===== config.mk =====
export PLATFORM = sky130hd
export DESIGN_NAME = delta_writer
export DESIGN_NICKNAME = d
export VERILOG_FILES = /design/src/rtl/delta_writer.sv
export SDC_FILE = /design/constraint.sdc
export NUM_CORES = 1
export LEC_CHECK = 0
export CAP_MARGIN = 30
export CORE_MARGIN = 2
export CORE_UTILIZATION = 52
export DETAILED_ROUTE_END_ITERATION = 12
export PLACE_DENSITY_LB_ADDON = 0.3
export SYNTH_ARGS = -nofsm -noshare
export SYNTH_HDL_FRONTEND = slang
export SYNTH_SLANG_ARGS = --single-unit

===== constraint.sdc =====
create_clock -name clk -period 4.5 [get_ports clk]
set_input_delay 0.9 -clock clk [delete_from_list [all_inputs] [get_ports clk]]
set_output_delay 0.9 -clock clk [all_outputs]
set_load 0.02 [all_outputs]

===== src/rtl/delta_writer.sv =====
// Rebuilds absolute samples from a signed difference stream and writes them to consecutive
// addresses. Define DELTA_WRITER_SAT_EN to clamp on overflow instead of wrapping.
module delta_writer #(
  parameter int unsigned DATA_W = 8,
  parameter int unsigned ADDR_W = 4
) (
  input  logic              clk,
  input  logic              rst_n,
  input  logic              start,
  input  logic [DATA_W-1:0] seed,
  input  logic [ADDR_W-1:0] base_addr,
  input  logic [ADDR_W:0]   len,
  input  logic [DATA_W-1:0] diff_in,
  input  logic              diff_valid,
  output logic              diff_ready,
  output logic              wen,
  output logic [ADDR_W-1:0] waddr,
  output logic [DATA_W-1:0] wdata,
  output logic              busy,
  output logic              done,
  output logic              ovf
);

  typedef enum logic [1:0] {StIdle, StRun, StDrain} state_e;

  localparam logic [ADDR_W:0]   CountOne = 1;
  localparam logic [ADDR_W-1:0] PtrOne   = 1;

  state_e            state_q, state_d;
  logic [DATA_W-1:0] acc_q, wdata_q, sum_raw, sum;
  logic [ADDR_W:0]   count_q;
  logic [ADDR_W-1:0] ptr_q, waddr_q;
  logic              wen_q, done_q, ovf_q;
  logic              accept, ovf_beat, last_beat;

  assign diff_ready = (state_q == StRun);
  assign accept     = diff_valid && diff_ready;
  assign last_beat  = (count_q == CountOne);
  assign sum_raw    = acc_q + diff_in;
  // Signed overflow: operands agree in sign, result does not.
  assign ovf_beat   = (acc_q[DATA_W-1] == diff_in[DATA_W-1]) &&
                      (sum_raw[DATA_W-1] != acc_q[DATA_W-1]);

`ifdef DELTA_WRITER_SAT_EN
  always_comb begin
    sum = sum_raw;
    if (ovf_beat) begin
      sum = acc_q[DATA_W-1] ? {1'b1, {(DATA_W-1){1'b0}}} : {1'b0, {(DATA_W-1){1'b1}}};
    end
  end
`else
  assign sum = sum_raw;
`endif

  always_comb begin
    state_d = state_q;
    unique case (state_q)
      StIdle:  if (start && (len != '0)) state_d = StRun;
      StRun:   if (accept && last_beat) state_d = StDrain;
      StDrain: state_d = StIdle;
      default: state_d = StIdle;
    endcase
  end

  always_ff @(posedge clk or negedge rst_n) begin
    if (!rst_n) begin
      state_q <= StIdle;
      acc_q   <= '0;
      count_q <= '0;
      ptr_q   <= '0;
      wen_q   <= 1'b0;
      waddr_q <= '0;
      wdata_q <= '0;
      done_q  <= 1'b0;
      ovf_q   <= 1'b0;
    end else begin
      state_q <= state_d;
      wen_q   <= 1'b0;
      done_q  <= 1'b0;
      if ((state_q == StIdle) && start) begin
        acc_q   <= seed;
        ptr_q   <= base_addr;
        count_q <= len;
        ovf_q   <= 1'b0;
        done_q  <= (len == '0);
      end
      if (accept) begin
        acc_q   <= sum;
        count_q <= count_q - CountOne;
        wen_q   <= 1'b1;
        waddr_q <= ptr_q;
        wdata_q <= sum;
        ptr_q   <= ptr_q + PtrOne;
        if (ovf_beat) ovf_q <= 1'b1;
        // Done lands together with the final write, i.e. in the DRAIN cycle.
        if (last_beat) done_q <= 1'b1;
      end
    end
  end

  assign wen   = wen_q;
  assign waddr = waddr_q;
  assign wdata = wdata_q;
  assign done  = done_q;
  assign ovf   = ovf_q;
  assign busy  = (state_q == StRun) || (state_q == StDrain);

endmodule


# Yosys cells after proc, flatten, opt, wreduce, memory -nomap -nowiden
# Index checks and enable logic that the tools add are counted.
[word_totals]
register_bits = 34
latchBits = 0
mem_bits_rw = 0
mem_bits_ro = 0
input_bits = 29
output_inout_bits = 17
wordCells = 46
n_memories = 0
[op_classes]
n_addsub = 3
mul = 0
n_div = 0
n_lt_le_gt_ge = 0
eq_ne = 7
shift = 0
mux = 16
bitwise_logic = 0
n_reduce_logical = 11
[op_table]
columns = ["cell", "n"]
rows = [
  ["2-to-1 mux 8 bit", 2],
  ["2-to-1 mux 5 bit", 2],
  ["adder 8 bit", 1],
  ["2-to-1 mux 4 bit", 2],
  ["2-to-1 mux 1 bit", 7],
  ["== test 5 x 1 -> 1 bit, second input constant", 1],
  ["logical AND 1 bit", 5],
  ["logical NOT 5 bit", 1],
  ["nonzero test 5 bit", 1],
  ["subtractor 5 x 1 -> 5 bit, second input constant", 1],
  ["adder 4 x 1 -> 4 bit, second input constant", 1],
  ["2-to-1 mux 2 bit", 2],
  ["case mux 2 bit (2 select lines)", 1],
  ["== test 2 x 1 -> 1 bit, second input constant", 1],
  ["== test 2 bit, second input constant", 1],
  ["logical NOT 2 bit", 1],
  ["inequality test 2 x 1 -> 1 bit, second input constant", 1],
  ["inequality test 2 bit, second input constant", 1],
  ["AND reduction 2 bit", 1],
  ["nonzero test 2 bit", 1],
  ["== test 1 bit", 1],
  ["logical OR 1 bit", 1],
  ["inequality test 1 bit", 1],
]

# Longest topological paths before layout
[logic_depth]
word_depth = 5
depth_mapped = 8

# Worst setup path before layout
# Ideal clock, no wire load.
[synth_path]
path_kind = "input to register"
from = "input port diff_in[0]"
to = "register wdata_q[6], in the netlist wdata[6]"
setup_time_ps = 135
arrival_ps = 2185
required_ps = 4365
slack_ps = 2180
cell_stages = 7
n_path_buf = 0
cell_sequence = "ha_1 > fa_1 > a21oi_1 > o21ai_0 > a21oi_1 > xor2_1 > o21ai_0"
[synth_between]
elab_chain_cells = 1
[synth_rtl]
columns = ["item", "line_no", "source"]
rows = [
  ["start, declared", "13", "input logic [DATA_W-1:0] diff_in,"],
  ["adder 8 bit", "39", "assign sum_raw = acc_q + diff_in;"],
  ["end signal, assigned", "92", "wdata_q <= sum;"],
  ["end, declared", "30", "logic [DATA_W-1:0] acc_q, wdata_q, sum_raw, sum;"],
]
# No other way between the ends.
# A chain may end at the register's enable or synchronous reset.

# Worst setup path in the final report
[layout_path]
from = "register state_q[1]"
to = "output port diff_ready"
[layout_between]
elab_chain_cells = 1
[layout_rtl]
columns = ["item", "line_no", "source"]
rows = [
  ["start, declared", "29", "state_e state_q, state_d;"],
  ["start signal, assigned", "67", "state_q <= StIdle;"],
  ["start signal, assigned", "77", "state_q <= state_d;"],
  ["== test 2 x 1 -> 1 bit", "36", "assign diff_ready = (state_q == StRun);"],
  ["end, declared", "15", "output logic diff_ready,"],
]
# No other way between the ends.

==> results.sh <==
export IMPL_outcome="completed"
export IMPL_total_die_area_sq_um=4000
export IMPL_avgViaCountPerCell=5.38
export IMPL_tightest_slew_ns=0.676
export IMPL_drive_above_1_share_pct=6.72
export IMPL_syn_num_nets=232
export IMPL_yosysWarnings=0
export IMPL_numCtsBuffers=5
export IMPL_core_region_area_sq_um=3360
export IMPL_yosys_register_bits=34
export IMPL_grt_pass1_wl_um=6620
export IMPL_post_dp_hpwl_um=2780
export IMPL_reg2reg_from="state_q[1]$_DFFE_PN0P_"
export IMPL_clk_latency_ns=0.34
export IMPL_clk_pin_slew_worst_paths_ns=0.10
export IMPL_final_cell_count_no_fill=284
export IMPL_p_leak_nw=1.13
export IMPL_ys_async_sr_fraction_pct=100
export IMPL_min_period_ns=2.57
export IMPL_final_hold_viol_count=0
export IMPL_avgSynthCellArea_sq_um=9.67
export IMPL_wire_per_inst_um=13.5
export IMPL_h_tree_depth=2
export IMPL_clock_root_buffer="sky130_fd_sc_hd__clkbuf_4"
export IMPL_most_common_layout_cells="sky130_fd_sc_hd__clkdlybuf4s50_1 (45), sky130_fd_sc_hd__nand2_1 (39), sky130_fd_sc_hd__dfrtp_1 (34)"
export IMPL_postRouteAntennaNets=0
export IMPL_routed_wirelength_um=3840
export IMPL_crit_path_end_kind="output port"
export IMPL_grt_overflow_total=0
export IMPL_initial_utilization_pct=54.3
export IMPL_cts_buffer_depth=2
export IMPL_power_per_cell_area_nw_per_um2=668
export IMPL_first_global_vias=1570
export IMPL_fin_crit_sh_pct=57.1
export IMPL_fmaxAchievable_ghz=0.389
export IMPL_skew_ns=0.0107
export IMPL_tritoncts_clock_tree="yes"
export IMPL_place_congestion=0.882
export IMPL_num_antenna_cells=0
export IMPL_unrepaired_setup_endpoints_after_global_routing="no"
export IMPL_crit_required_ns=3.60
export IMPL_die_y_um=63.3
export IMPL_max_slew_margin_rel_pct=54.9
export IMPL_worst_hold_startpoint="waddr[1]$_DFFE_PN0P_"
export IMPL_grtUsageTotal_pct=20.8
export IMPL_post_synth_instance_area_sq_um=1830
export IMPL_route_vias_total=1528
export IMPL_cp_startpoint="state_q[1]$_DFFE_PN0P_"
export IMPL_grt_antenna_before_repair=0
export IMPL_drt_pre_antenna_iters=4
export IMPL_drc_violations_left=0
export IMPL_synth_edf_count=0
export IMPL_post_place_cells=277
export IMPL_synth_distinct_cells=34
export IMPL_timing_setup_tns_ns=0
export IMPL_max_cap_violations=0
export IMPL_cts_num_sinks=34
export IMPL_max_vdd_ir_drop_uv=371
export IMPL_layout_overhead_on_the_synthesized_area_pct=31.5
export IMPL_synth_top_cells_by_area="sky130_fd_sc_hd__dfrtp_1 (47%), sky130_fd_sc_hd__ha_1 (8.9%), sky130_fd_sc_hd__nand2_1 (8.0%)"
export IMPL_crit_arrival_ns=1.67
export IMPL_placement_rows=21
export IMPL_netlist_top_cell_by_area="sky130_fd_sc_hd__dfrtp_1"
export IMPL_maximum_net_fanout_on_the_critical_path=4
export IMPL_worst_setup_path_start_kind="register"
export IMPL_synth_top_cell_area_share_pct=46.6
export IMPL_final_common_cell="sky130_fd_sc_hd__clkdlybuf4s50_1"
export IMPL_drt_iter0_drc=65
export IMPL_pin_count=46
export IMPL_post_synth_inst_count=189
export IMPL_synthFlopType="sky130_fd_sc_hd__dfrtp_1"
export IMPL_hold_class="reg2reg"
export IMPL_place_port_buffers=45
export IMPL_final_nets=281
export IMPL_grt_start_max_net_pins=35
export IMPL_timing_worst_setup_path_type="reg2out"
export IMPL_cts_hold_buffers=0
export IMPL_setup_viol=0
export IMPL_slew_violations=0
export IMPL_cts_resized=0
export IMPL_seq_area_frac_synth_pct=46.6
export IMPL_post_cts_repair_setup_buffers=0
export IMPL_die_width_um=63.3
export IMPL_n_fill_cell=301
[area by class of cell]
type / count / area (sq um) / area share, %
multi-input combinational: 140 / 906 / 37.7
sequential: 34 / 851 / 35.4
timing repair buffer: 48 / 473 / 19.7
tap: 46 / 57.6 / 2.40
clock buffer: 6 / 51.3 / 2.14
inverter: 9 / 33.8 / 1.41
clock inverter: 1 / 30.0 / 1.25
[stage by stage]
step | power [mW] | hold slack (ns) | setup WS (ns) | cell area (sq um) | utilization [%]
floorplan | 1.10 | 0.458 | 2.18 | 1830 | -
global placement | 1.35 | 0.462 | 1.68 | 2320 | 69.0
detailed placement | 1.38 | 0.468 | 1.63 | 2320 | 69.0
CTS | 1.62 | 0.494 | 1.91 | 2400 | 71.4
global route | 1.73 | 0.521 | 1.82 | 2400 | 71.4
finish | 1.61 | 0.490 | 1.93 | 2400 | 71.4
[cell families (layout without fill, tap and decap cells)]
logic type | count (synthesis) | count (layout) | synth area share [%]
and+or+nand+nor | 61 | 61 | 14.1
AOI/OAI and AO/OA | 49 | 49 | 17.1
DFF | 34 | 34 | 46.6
buffers and inverters | 15 | 64 | 3.84
adders and majority gates | 14 | 14 | 10.0
muxes | 9 | 9 | 5.07
xor gates and xnor gates | 7 | 7 | 3.36
[registers in the layout, indices dropped and copies added (netlist names)]
signal / cells
wen: 1
state_q: 2
wdata: 8
done: 1
acc_q: 8
count_q: 5
waddr: 4
ptr_q: 4
ovf: 1
[final timing paths]
path / slack (ns) / end / depth (start not counted)
worst max-delay path: 1.93 / diff_ready / 3
max in group asynchronous: 3.25 / acc_q[6]$_DFFE_PN0P_ / 2
worst max register to register: 2.31 / count_q[0]$_DFFE_PN0P_ / 9
worst min register to register: 0.49 / waddr[1]$_DFFE_PN0P_ / 2
min in group asynchronous: 0.94 / done$_DFF_PN0_ / 2
worst min-delay path: 0.49 / waddr[1]$_DFFE_PN0P_ / 2
[per-layer routing]
layer | GRT usage, % | wire length, um | up-vias
li1 | - | - | 751
met1 | 26.5 | 1750 | 721
met2 | 35.0 | 1820 | 48
met3 | 4.46 | 199 | 8
met4 | 7.61 | 61 | 0
met5 | 0 | 0 | -
[cells in the mapped netlist, types with 3 or more instances]
| cell type | count |
|---|---|
| sky130_fd_sc_hd__a21oi_1 | 13 |
| sky130_fd_sc_hd__dfrtp_1 | 34 |
| sky130_fd_sc_hd__ha_1 | 13 |
| sky130_fd_sc_hd__inv_1 | 9 |
| sky130_fd_sc_hd__mux2i_1 | 7 |
| sky130_fd_sc_hd__nand2_1 | 39 |
| sky130_fd_sc_hd__nand3_1 | 7 |
| sky130_fd_sc_hd__nor2_1 | 7 |
| sky130_fd_sc_hd__nor3_1 | 3 |
| sky130_fd_sc_hd__o21ai_0 | 20 |
| sky130_fd_sc_hd__xnor2_1 | 3 |
| sky130_fd_sc_hd__xor2_1 | 4 |
[where the power goes]
part | switching (mW) | leakage [nW] | internal (mW)
clock | 0.104 | 0.0443 | 0.129
combinational | 0.453 | 0.671 | 0.376
sequential | 0.0967 | 0.411 | 0.446
[worst max-delay path, cell delays in order (launching register included)]
cell and delay, ns:
sky130_fd_sc_hd__dfrtp_1 0.37, sky130_fd_sc_hd__inv_1 0.10, sky130_fd_sc_hd__ha_1 0.23, sky130_fd_sc_hd__clkdlybuf4s50_1 0.63
Power figures use the tool's default switching activity.
==> RTL edit 1: new RTL, same settings <==
Put one more register stage on the output `ovf`. The value now appears one clock later. The other outputs are not delayed to match.
--- a/src/rtl/delta_writer.sv
+++ b/src/rtl/delta_writer.sv
@@ -103,5 +103,7 @@
   assign wdata = wdata_q;
   assign done  = done_q;
-  assign ovf   = ovf_q;
+  always_ff @(posedge clk) begin
+    ovf <= ovf_q;
+  end
   assign busy  = (state_q == StRun) || (state_q == StDrain);
 
Formal check against the unedited RTL: not equivalent (Yosys sat finds a counterexample within 4 cycles, from zero or initial values and one cycle with rst_n low).
==> RTL edit 1 against the unedited design <==
  * Sequential cell count is 1 higher
  * Routed wire length is 0.60% lower
  * Setup slack worse by 5.3 ps
  * Synthesized cell count is 0.53% higher
  * Area after synthesis is 1.1% higher
  * Hold slack worse by 100 ps
  * First-iteration DRC count is 48% higher
  * Final cell count is 0.70% higher
  * Critical path depth stayed put
  * Non-clock buffer count stayed put
  * Final area hardly changed
  * Count of clock-buffer cells in the layout is 1 higher
  * Power is 2.9% lower
==> RTL edit 1: results (changes against the unedited design) <==
Syn Nets=233 (+0.43%); fraction of layout instances using a drive strength above 1=6.67% (-0.056 points); routing usage on met1=26.3% (-0.22 points); Yosys Warn Count=0 (unchanged); Slew HR=56.9% (+2.1 points); Initial DRC Count=96 (+48%); Setup Skew=11.9 ps (+1.14 ps); first-pass GRT wire length=6640 um (+0.20%); Netlist cell types=35 (+2.9%); wire per inst=13.3 um (-1.3%); vias in the first global route=1516 (-3.4%); M1 WL=1760 um (+0.23%); post-route ant nets=0 (unchanged); Hold Path Sink=ovf; Post-DP HPWL=2710 um (-2.6%); maximum vdd drop=0.000350 V (-5.5%); Worst R2R End=state_q[0]; GPL Wtd Cong=0.780 (-12%); status=finished clean; vias per cell=5.33 (-1.0%); Static Leak=1.13 nW (about the same); NumNets Final=282 (+0.36%); met2 usage=32.8% (-2.2 points); Power Internal=0.000908 W (-4.6%); most common flop cell mapped by yosys=dfrtp_1; Overall Global Routing Usage=21.1% (+0.22 points); fraction of registers with async set/reset=97.1% (-2.9 points); hold depth=0 (-2); met3 usage=8.21% (+3.8 points)
[RTL edit 1: logic make-up after synthesis]
kind of cell,Yosys count,synth area share [%]
mux,9,5.01
simple gates,61,14.0
fa+ha+maj,14,9.89
buf+inv,15,3.79
compound gates,49,16.9
xor+xnor,7,3.32
flops,35,47.2
[RTL edit 1: per-stage QoR]
step	hold slack [ps]	setup WS, ps	std cells	utilization (%)	cell area [um^2]
floorplan	347	2180	190	-	1850
global placement	355	1670	278	69.6	2340
detailed placement	362	1630	278	69.6	2340
CTS	386	1900	286	71.4	2400
global route	400	1810	286	71.4	2400
finish	385	1930	286	71.4	2400
[RTL edit 1: worst max-delay path by stage]
stage,startpoint,to,slack (ps),cells past startpoint
finish,state_q[1],diff_ready,1930,3
global route,diff_in[0],wdata[6],1810,8
CTS,state_q[1],diff_ready,1900,3
detailed placement,diff_in[0],wdata[6],1630,8
global placement,diff_in[0],wdata[6],1670,8
floorplan,diff_in[0],wdata[6],2180,7
[RTL edit 1: layout make-up]
class	count	area, um^2
flip-flops and latches	35	871
repair buffers	48	473
inverters	9	33.8
multi-input cells	140	906
clock inverters	1	5.00
clock buffers	7	55.1
fillers	279	962
well taps	46	57.6
[RTL edit 1: power by group through the flow]
stage | clock network, W | logic (W) | registers (W)
final | 0.000180 | 0.000824 | 0.000554
after global routing | 0.000203 | 0.000915 | 0.000574
after CTS | 0.000185 | 0.000828 | 0.000554
after detailed placement | 0 | 0.000825 | 0.000558
after global placement | 0 | 0.000800 | 0.000557
after floorplan | 0 | 0.000501 | 0.000611
[RTL edit 1: worst max-delay path, stage by stage, from the launching register on]
cell and delay [ps]:
dfrtp_1 370, inv_1 100, ha_1 230, clkdlybuf4s50_1 620
==> RTL edit 2: new RTL, same settings <==
Made on the original files. Change the parameter `ADDR_W` from 4 to 3.
--- a/src/rtl/delta_writer.sv
+++ b/src/rtl/delta_writer.sv
@@ -3,5 +3,5 @@
 module delta_writer #(
   parameter int unsigned DATA_W = 8,
-  parameter int unsigned ADDR_W = 4
+  parameter int unsigned ADDR_W = 3
 ) (
   input  logic              clk,
Interface: changed (resized base_addr, len and waddr); port bits go from 46 to 43. No check against the original RTL was run, so the function may have changed too.
==> RTL edit 2 against the unedited design <==
  * Power shrank 9.8%
  * Count of clock-buffer cells in the layout up 1
  * Setup slack better by 8.0 ps
  * Area after synthesis fell by 7.3%
  * Sequential cell count down 3
  * Via count is 6.7% lower
  * Routed wire length shrank 2.7%
  * Clock power shrank 33%
  * Final area down 8.0%
==> RTL edit 2: results (changes against the unedited design) <==
vias after detailed routing=1426 (-6.7%); number of cells on the worst reg-to-reg path=7 (-2); # port buffers=42 (-6.7%); total setup buffers inserted after CTS=0 (unchanged); FF-to-FF setup slack=2530 ps (+220 ps); HP Start=wdata[1]; Commonest cells post-synth=31 x dfrtp_1, 26 x nand2_1, 17 x o21ai_0, 15 x a21oi_1, 13 x ha_1; Seq area share=35.1% (-0.31 points); fraction of registers with async set/reset=100% (unchanged); CP startpoint=diff_in[0]; comb_multi_in=125 (-11%); NonClk Buf Share=20.0% (+0.36 points); data arrival time of the worst path=2770 ps (+1100 ps); Synth Area in XOR/XNOR=3.62% (+0.27 points); Non-clk bufs=45 (-6.3%); Clock Buffer Count=7 (+1); Inverters=10 (+1); first-pass GRT wire length=5990 um (-9.6%); fraction of layout instances using a drive strength above 1=6.85% (+0.13 points); Post-Synth Adder-Cell Area=10.8% (+0.79 points); Static Leak=1.01 nW (-10%); clk cell area share=2.27% (-1.1 points); Multi-input gate area=848 um^2 (-6.4%); measured slew at the worst slew-check pin=659 ps (-16.7 ps); GPL Wtd Cong=0.845 (-4.2%); post-synthesis mux area share=3.70% (-1.4 points); clk_lat worst skew=330 ps; maximum vdd drop=0.000378 V (+1.9%); vias per cell=5.42 (+0.78%); Clock Sink Count=31 (-8.8%); Setup Skew=3.55 ps (-7.17 ps); Post-DP HPWL=2750 um (-1.1%); largest net degree at the start of global routing=32 (-8.6%); Initial DRC Count=59 (-9.2%); status=finished clean; Compound-Gate Fraction of Synth Area=18.6% (+1.6 points); Netlist cell types=35 (+2.9%); sequential fraction of the synthesis area=45.8% (-0.75 points); final wirelength=3740 um (-2.7%); top cells by area, synth=dfrtp_1 46%, ha_1 9.6%, nand2_1 5.8%; worst reg2reg path startpoint=acc_q[0]; Syn Nets=215 (-7.3%); fillcell total=248 (-18%); Overall Global Routing Usage=22.6% (+1.7 points); Worst R2R End=wdata[6]; Worst Setup End Kind=flip-flop; Max FO, Critical Path=3 (-1)
-- RTL edit 2: cell families (layout without fill, tap and decap cells) --
logic type,after synthesis,count (layout)
compound gates,49,49
simple gates,49,49
flops,31,31
buf+inv,18,63
fa+ha+maj,14,14
xor+xnor,7,7
mux,6,6
-- RTL edit 2: worst min path at each step --
| stage | end | slack (ps) | depth (start not counted) |
|---|---|---|---|
| 6_report | wdata[1] | 480 | 2 |
| 5_1_grt | wdata[1] | 510 | 2 |
| 4_1_cts | wdata[1] | 480 | 2 |
| 3_5_place_dp | wdata[1] | 460 | 2 |
| 3_3_place_gp | waddr[0] | 460 | 2 |
| 2_1_floorplan | waddr[2] | 460 | 2 |
-- RTL edit 2: per-stage QoR --
| step | total power (W) | setup slack (ps) | area [um^2] | utilization, % |
|---|---|---|---|---|
| after floorplan | 0.00103 | 2180 | 1690 | - |
| after global placement | 0.00126 | 1670 | 2160 | 70.2 |
| after detailed placement | 0.00130 | 1590 | 2160 | 70.2 |
| after CTS | 0.00146 | 1930 | 2210 | 71.8 |
| after global routing | 0.00157 | 1780 | 2210 | 71.8 |
| final | 0.00145 | 1940 | 2210 | 71.8 |
-- RTL edit 2: worst max-delay path, stage by stage --
cell and delay, ps:
clkdlybuf4s50_1 410, ha_1 250, fa_1 420, a21oi_1 180
o21ai_0 100, a21oi_1 190, xor2_1 200, o21ai_0 110
-- RTL edit 2: power by group --
part | internal, W | switching, W
combinational | 0.000362 | 0.000440
clock | 0.0000608 | 0.0000943
sequential | 0.000407 | 0.0000838
total | 0.000830 | 0.000618
-- RTL edit 2: layer usage --
layer	vias to the layer above	routed length (um)	part of all wire (%)	GRT usage (%)
met5	-	0	0	0
met4	0	87	2.3	12.1
met3	9	180	4.8	5.67
met2	47	1910	51	37.8
met1	681	1560	42	26.5
li1	689	-	-	-
